===== src/rtl/serial_adder.sv =====
// serial_adder: bit-serial WIDTH-bit adder around a single full-adder cell.
// Define SERIAL_ADDER_OVF_EN to add the registered signed-overflow output ovf.

module one_bit_adder (
    input  logic a,
    input  logic b,
    input  logic ci,
    output logic sum,
    output logic co
);

    assign sum = a ^ b ^ ci;
    assign co  = (a & b) | (ci & (a ^ b));

endmodule

module serial_adder #(
    parameter int WIDTH = 8
) (
    input  logic             clk,
    input  logic             rst_n,
    input  logic             start,
    input  logic [WIDTH-1:0] a,
    input  logic [WIDTH-1:0] b,
    input  logic             ci,
    output logic             busy,
    output logic             done,
    output logic [WIDTH-1:0] sum,
    output logic             co
`ifdef SERIAL_ADDER_OVF_EN
    ,
    output logic             ovf
`endif
);

    localparam int CW = (WIDTH > 1) ? $clog2(WIDTH) : 1;
    localparam logic [CW-1:0] LAST = CW'(WIDTH - 1);

    localparam logic [1:0] S_IDLE = 2'd0;
    localparam logic [1:0] S_RUN  = 2'd1;
    localparam logic [1:0] S_DONE = 2'd2;

    logic [1:0]       state_q, state_d;
    logic [WIDTH-1:0] a_sr_q, a_sr_d;
    logic [WIDTH-1:0] b_sr_q, b_sr_d;
    logic [WIDTH-1:0] res_q, res_d;
    logic [CW-1:0]    cnt_q, cnt_d;
    logic             c_q, c_d;
    logic [WIDTH-1:0] sum_q, sum_d;
    logic             co_q, co_d;
`ifdef SERIAL_ADDER_OVF_EN
    logic             ovf_q, ovf_d;
`endif

    logic             fa_s;
    logic             fa_co;
    logic             accept;
    logic             last;
    logic [WIDTH-1:0] res_sh;

    one_bit_adder u_fa (
        .a   (a_sr_q[0]),
        .b   (b_sr_q[0]),
        .ci  (c_q),
        .sum (fa_s),
        .co  (fa_co)
    );

    // Result register with the current sum bit entering at the MSB
    if (WIDTH == 1) begin : g_w1
        assign res_sh = fa_s;
    end else begin : g_wn
        assign res_sh = {fa_s, res_q[WIDTH-1:1]};
    end

    assign accept = start && ((state_q == S_IDLE) || (state_q == S_DONE));
    assign last   = (state_q == S_RUN) && (cnt_q == LAST);

    assign busy = (state_q == S_RUN);
    assign done = (state_q == S_DONE);
    assign sum  = sum_q;
    assign co   = co_q;
`ifdef SERIAL_ADDER_OVF_EN
    assign ovf  = ovf_q;
`endif

    // Next-state: sequencing, operand shifting and result capture
    always_comb begin
        state_d = state_q;
        a_sr_d  = a_sr_q;
        b_sr_d  = b_sr_q;
        res_d   = res_q;
        cnt_d   = cnt_q;
        c_d     = c_q;
        sum_d   = sum_q;
        co_d    = co_q;
`ifdef SERIAL_ADDER_OVF_EN
        ovf_d   = ovf_q;
`endif
        case (state_q)
            S_IDLE:  if (start) state_d = S_RUN;
            S_RUN:   if (last) state_d = S_DONE;
            S_DONE:  state_d = start ? S_RUN : S_IDLE;
            default: state_d = S_IDLE;
        endcase
        if (accept) begin
            a_sr_d = a;
            b_sr_d = b;
            res_d  = '0;
            cnt_d  = '0;
            c_d    = ci;
        end else if (state_q == S_RUN) begin
            a_sr_d = a_sr_q >> 1;
            b_sr_d = b_sr_q >> 1;
            res_d  = res_sh;
            cnt_d  = cnt_q + CW'(1);
            c_d    = fa_co;
            if (last) begin
                sum_d = res_sh;
                co_d  = fa_co;
`ifdef SERIAL_ADDER_OVF_EN
                // carry into the MSB is the carry FF during the last bit
                ovf_d = c_q ^ fa_co;
`endif
            end
        end
    end

    // State and datapath registers
    always_ff @(posedge clk or negedge rst_n) begin
        if (!rst_n) begin
            state_q <= S_IDLE;
            a_sr_q  <= '0;
            b_sr_q  <= '0;
            res_q   <= '0;
            cnt_q   <= '0;
            c_q     <= 1'b0;
            sum_q   <= '0;
            co_q    <= 1'b0;
`ifdef SERIAL_ADDER_OVF_EN
            ovf_q   <= 1'b0;
`endif
        end else begin
            state_q <= state_d;
            a_sr_q  <= a_sr_d;
            b_sr_q  <= b_sr_d;
            res_q   <= res_d;
            cnt_q   <= cnt_d;
            c_q     <= c_d;
            sum_q   <= sum_d;
            co_q    <= co_d;
`ifdef SERIAL_ADDER_OVF_EN
            ovf_q   <= ovf_d;
`endif
        end
    end

endmodule


===== config.mk =====
export PLATFORM = sky130hd
export DESIGN_NAME = serial_adder
export DESIGN_NICKNAME = d
export VERILOG_FILES = /design/src/rtl/serial_adder.sv
export SDC_FILE = /design/constraint.sdc
export NUM_CORES = 1
export LEC_CHECK = 0
export CAP_MARGIN = 0
export CORE_MARGIN = 2
export CORE_UTILIZATION = 48
export CTS_BUF_LIST = sky130_fd_sc_hd__clkbuf_4
export CTS_CLUSTER_DIAMETER = 200
export DETAILED_ROUTE_END_ITERATION = 8
export PLACE_DENSITY = 0.77
export SLEW_MARGIN = 40
export SYNTH_ARGS = -nofsm -noshare
export SYNTH_HDL_FRONTEND = slang
export SYNTH_SLANG_ARGS = --single-unit

===== constraint.sdc =====
create_clock -name clk -period 1.28 [get_ports clk]
set_input_delay 0.256 -clock clk [delete_from_list [all_inputs] [get_ports clk]]
set_output_delay 0.256 -clock clk [all_outputs]
set_load 0.01 [all_outputs]

==> results.md, run 1 <==
- Outcome: complete, but fails checks
- Failing checks: setup timing
- Worst path depth: 4
- WL final: 4120 um
- Synth warn: 0
- Synth top area cells: dfrtp_1 (57%), mux2_2 (8.7%), a21oi_2 (5.2%)
- Mapped Area: 0.001683 mm^2
- Post-synth top area share: 56.51%
- Final clock skew: 5.192 ps
- Area Growth Syn to Fin: 52.86%
- Total CTS buffers: 5
- I/O Pins: 31
- Final Critical Period: 1434 ps
- Remaining global-route overflow: 0
- DRC viols: 0
- CP max stage delay: 410 ps
- Placed inst area: 0.002181 mm^2
- Fillcell total: 234
- Detailed Place HPWL: 2385 um
- CTS sink count: 38
- Syn Area/Cell: 12.47 um^2
- Most common cell in the synthesized netlist: dfrtp_1
- Setup-failing EPs final: 20
- WP buf/inv: 3
- Share of flip-flops with an asynchronous set or reset: 100.0%
- Hold WC Path Type: in -> async
- Cell variety after synth: 23
- Combinational Power Share: 49.6%
- Crit-path max FO: 3
- Die area: 0.003996 mm^2
- Worst path slowest cell: dfrtp_1
- H-tree levels: 2
- Initial antenna violation count: 0
- Worst setup margin: -153.6 ps
- Worst skew pair latency: 340 ps
- Synth Flop Type: dfrtp_1
- Final #Nets: 217
- Clock Tree Buf Depth: 2
- Die X: 63.21 um
- Vias in the first global route: 1308
- Vias post-DR: 1326
- Largest area contributor in the netlist: dfrtp_1
- Clk slew on worst S/H paths: 110 ps
- Pleak: 1.152 nW
- Crit share post-route: 112.0%
- Synth Register Bits: 38
- Post-Syn Nets: 158
- CTS tree: done
- Worst path cell trace: buf_6 -> nand2b_4 -> inv_4 -> buf_6
- Core ar.: 0.003363 mm^2
- R2R cell count: 6
- Clk root buf: clkbuf_4
- F_max: 0.6976 GHz
- DR iter-0 viols: 52
- FP Rows: 21
- Switching portion of total power: 34.66%
- Register share of total power: 34.2%
- Share of cells above drive strength 1: 44.10%
- Worst Setup Start Kind: flip-flop
- Critical path endpoint category: output pin
- CP top delay family: flip-flops
- IO Port Bufs: 30
- First-pass GRT wire length: 6161 um
- RSZ-0062 raised after global routing: yes
- Net Sw Power: 2.150 mW
- CP dominant cell by count: buf_6
- Ant. Diodes: 0
- Vias per Instance: 5.502
- Final Slew Violations: 0
- Number of synthesized flops with an enable pin: 0
- Internal Power: 4.054 mW
- Setup CP Type: reg -> out
- Top post-synthesis cells by count: dfrtp_1 (38), mux2_2 (13), inv_1 (12)
- Cells after synthesis: 135
- Worst EP required: 1020 ps
- Slew headroom: 85.80%
- Max VDD drop: 1172 uV
- Register area share after synthesis: 56.51%
- Antenna violation net count after detailed routing: 0
- Starting Density: 50.04%
- Clock group share of total power: 16.2%
- GR Util All Layers: 20.35%
- Worst slack, placed: -249.1 ps
- Routed len/inst: 17.10 um
- Die Y-Extent: 63.21 um
- Power Density: 2411 mW/mm^2
- Final Hold Fails: 0
- Post-route cell area: 0.002572 mm^2
- Arr. time, crit path: 1180 ps
- Pre-Repair DR Iteration Count: 4
- Pin count of the biggest net entering global routing: 39
- Max cap viols: 0
- Worst-Margin Slew: 212.6 ps
- Gpl congestion: 0.7303
- Hold WS: 396.0 ps
==> power groups by stage <==
| stage | registers (mW) | clock network [mW] | logic (mW) |
|---|---|---|---|
| after floorplan | 2.08 | 0 | 1.43 |
| after global placement | 2.09 | 0 | 2.28 |
| after detailed placement | 2.11 | 0 | 2.40 |
| after CTS | 2.09 | 1.03 | 2.73 |
| after global routing | 2.19 | 1.07 | 3.29 |
| final | 2.12 | 1.00 | 3.08 |
==> path summary, 6_finish.rpt <==
check / slack [ps] / startpoint / end
max: -150 / state_q[1] / busy
min: 400 / rst_n / res_q[1]
max reg2reg: -130 / state_q[1] / sum[7]
min reg2reg: 520 / sum[2] / sum[2]
max in group asynchronous: 700 / rst_n / b_sr_q[0]
min in group clk: 490 / b[4] / b_sr_q[4]
==> routing by layer <==
layer	wire length [um]	GRT usage [%]
met1	1681	23.96
met2	2179	37.37
met3	156	3.214
met5	0	0
met4	102	7.337
==> per-stage QoR <==
step / power, mW / util, % / setup TNS (ps) / instances
3_3_place_gp: 4.365 / 64.84 / -4994 / 222
6_report: 6.203 / 76.49 / -1813 / 241
3_5_place_dp: 4.509 / 64.84 / -5909 / 222
5_1_grt: 6.557 / 76.49 / -2623 / 241
2_1_floorplan: 3.512 / - / -19.87 / 135
4_1_cts: 5.848 / 72.47 / -1900 / 237
==> registers in the layout (all words and copies together), names as in the netlist <==
name	flops
b_sr_q	8
res_q	7
a_sr_q	8
cnt_q	3
sum	8
state_q	2
c_q	1
co	1
==> final cells by class <==
type	instances	area [um^2]	share of cell area, %
repair buffers	59	581.8	22.62
clock inverters	3	63.81	2.481
multi-input cells	77	829.5	32.25
well taps	46	57.56	2.237
inverters	13	51.30	1.994
flip-flops and latches	38	950.9	36.96
clock buffers	5	37.54	1.459
==> timing repair <==
item	CTS	global route
setup buffers	5	2
endpoints found under the hold margin	38	0
cloned	1	2
hold buffers	1	0
pin swaps	2	14
gates resized for setup	41	24
setup endpoints to repair	39	38
==> layout by cell type, fill, tap and decap left out, types with 5 or more instances in the layout <==
| master | n |
|---|---|
| a211oi_2 | 5 |
| a21oi_1 | 5 |
| a21oi_2 | 8 |
| a22o_1 | 10 |
| buf_4 | 18 |
| buf_6 | 7 |
| clkbuf_4 | 5 |
| clkdlybuf4s15_1 | 8 |
| clkdlybuf4s50_1 | 18 |
| dfrtp_1 | 38 |
| inv_1 | 12 |
| mux2_2 | 11 |
| mux2i_1 | 6 |
| nor2b_1 | 6 |
| o22ai_2 | 8 |
==> logic make-up after synthesis <==
family	Yosys count	synth area share, %
and+or+nand+nor	11	4.015
muxes	19	12.27
DFF	38	56.51
adders and majority gates	3	2.676
AOI/OAI and AO/OA	43	18.88
buffers and inverters	21	5.650
==> tightest hold or removal path, cell delays in order <==
cell	delay, ps
dlygate4sd3_1	520
buf_2	120
buf_12	220
(Power assumes the default switching activity.)
==> run 2: changes to the inputs <==
==> constraint.sdc (replaced) <==
create_clock -name clk -period 1.28 [get_ports clk]
set_input_delay 0.192 -clock clk [delete_from_list [all_inputs] [get_ports clk]]
set_output_delay 0.192 -clock clk [all_outputs]
set_load 0.01 [all_outputs]
==> run 2 against run 1 <==
Compared with the run above:
- the flow still finishes with violations (setup timing)
- critical path depth is the same
- flip-flop and latch count unchanged
- worst hold slack worse by 70 ps
- sequential power about the same
- worst setup slack better by 62 ps
- clock skew up 4.9 ps
- first-iteration DRC count down 7.7%
- utilization is 0.63 points lower
- wire length decreased by 4.2%
- via count down 4.9%
- count of clock-buffer cells in the layout unchanged
- combinational power fell by 3%
- highest routed layer unchanged
==> results.md, run 2 (synthesized netlist as in run 1, its figures left out) <==
- Pleak: 1.189 nW
- Starting Density: 50.04%
- Routed len/inst: 16.30 um
- Max VDD drop: 1394 uV
- Worst Setup Start Kind: flip-flop
- Vias per Instance: 5.211
- Area Growth Syn to Fin: 51.60%
- Clk slew on worst S/H paths: 120 ps
- Critical path endpoint category: flip-flop
- Final Hold Fails: 0
- Final #Nets: 218
- Worst slack, placed: -192.2 ps
- IO Port Bufs: 30
- Non-filler instance count after layout: 242
- Worst EP required: 1520 ps
- I/O Pins: 31
- Gpl congestion: 0.7414
- Hold WC Path Type: in -> async
- Initial antenna violation count: 0
- GR Util All Layers: 20.37%
- Most frequent cells in the layout: dfrtp_1 (37), clkdlybuf4s50_1 (18), buf_4 (17)
- Total CTS buffers: 5
- Crit share post-route: 107.1%
- Final clock skew: 10.08 ps
- DR iter-0 viols: 48
- WL final: 3945 um
- CTS tree: done
- Max cap viols: 0
- F_max: 0.7292 GHz
- Pre-Repair DR Iteration Count: 4
- Setup-failing EPs final: 13
- Worst-Margin Slew: 223.9 ps
- Antenna violation net count after detailed routing: 0
- CTS sink count: 38
- Die X: 63.21 um
- RSZ-0062 raised after global routing: yes
- DRC viols: 0
- H-tree levels: 2
- Power Density: 2332 mW/mm^2
- Commonest non-fill, non-tap cell in the layout: dfrtp_1
- Remaining global-route overflow: 0
- Arr. time, crit path: 1610 ps
- Slew headroom: 85.02%
- Clock Tree Buf Depth: 2
- Vias post-DR: 1261
- Worst setup margin: -91.44 ps
- First-pass GRT wire length: 6258 um
- Detailed Place HPWL: 2428 um
- Die area: 0.003996 mm^2
- Vias in the first global route: 1333
- Clk root buf: clkbuf_4
- Failing checks: setup timing
- Worst skew pair latency: 350 ps
- Final Slew Violations: 0
- Die Y-Extent: 63.21 um
- Share of cells above drive strength 1: 43.37%
- Setup CP Type: reg -> reg
- Crit-path max FO: 2
- Tot Pwr: 5.949 mW
- Cells after DPL: 224
- Final Critical Period: 1371 ps
- Ant. Diodes: 0
- Pin count of the biggest net entering global routing: 39
- Outcome: complete, but fails checks
- Core ar.: 0.003363 mm^2
- FP Rows: 21
## run 2: changes by cell type in the layout (fill, tap and decap cells not counted), sizes merged
cell           change
clkinv             +1
clkbuf             -1
clkdlybuf4s15      -8
bufinv             -1
buf                +1
dlygate4sd2        +9
## run 2: layer usage
metal  part of all wire (%)  global-route usage (%)  vias up
met5                      0                       0        -
met4                    1.5                   7.337        0
met3                    3.2                   3.929        7
met2                     54                   37.77       25
met1                     41                   23.20      626
li1                       -                       -      603
## run 2: final cells by class
| class | count | area [um^2] |
|---|---|---|
| inverter | 13 | 51.30 |
| multi-input combinational | 77 | 825.8 |
| timing repair buffer | 60 | 586.8 |
| sequential | 38 | 952.2 |
| fill | 243 | 812.0 |
| clock buffer | 5 | 37.54 |
| tap | 46 | 57.56 |
| clock inverter | 3 | 40.04 |
## run 2: through the flow
stage / setup TNS [ps] / hold WS, ps / area [um^2] / utilization, %
floorplan: -19.87 / -103.6 / 1707 / -
global placement: -3001 / 167.7 / 2196 / 65.29
detailed placement: -4235 / 172.4 / 2196 / 65.29
CTS: -764.2 / 339.2 / 2419 / 71.91
global route: -1111 / 347.0 / 2551 / 75.86
finish: -561.2 / 326.0 / 2551 / 75.86
## run 2: worst paths after layout
kind                          start    endpoint  slack (ps)  cells after the start
max                        cnt_q[1]    cnt_q[2]         -90                      4
min                           rst_n      sum[3]         330                      3
max reg2reg                cnt_q[1]    cnt_q[2]         -90                      4
min reg2reg                  sum[5]      sum[5]         520                      1
max in group asynchronous     rst_n  state_q[0]         750                      3
min in group clk               a[3]   a_sr_q[3]         420                      3
## run 2: critical path: stages, from the launching register on
cell and delay [ps]:
dfrtp_1 420, ha_2 210, ha_4 210, mux2_4 260
a22o_1 170
## run 2: report_power, final
group          switching, mW  internal [mW]
clock network          0.409          0.405
registers              0.410           1.74
logic                   1.28           1.70
## run 2: what timing repair did
| action | in CTS | in global routing |
|---|---|---|
| endpoints found under the hold margin | 38 | 0 |
| gates resized for setup | 33 | 29 |
| buffers inserted | 5 | 3 |
| pin swaps | 4 | 5 |
| endpoints found under the setup margin | 32 | 31 |
| hold buffers | 1 | 0 |
| gates cloned | 2 | 1 |
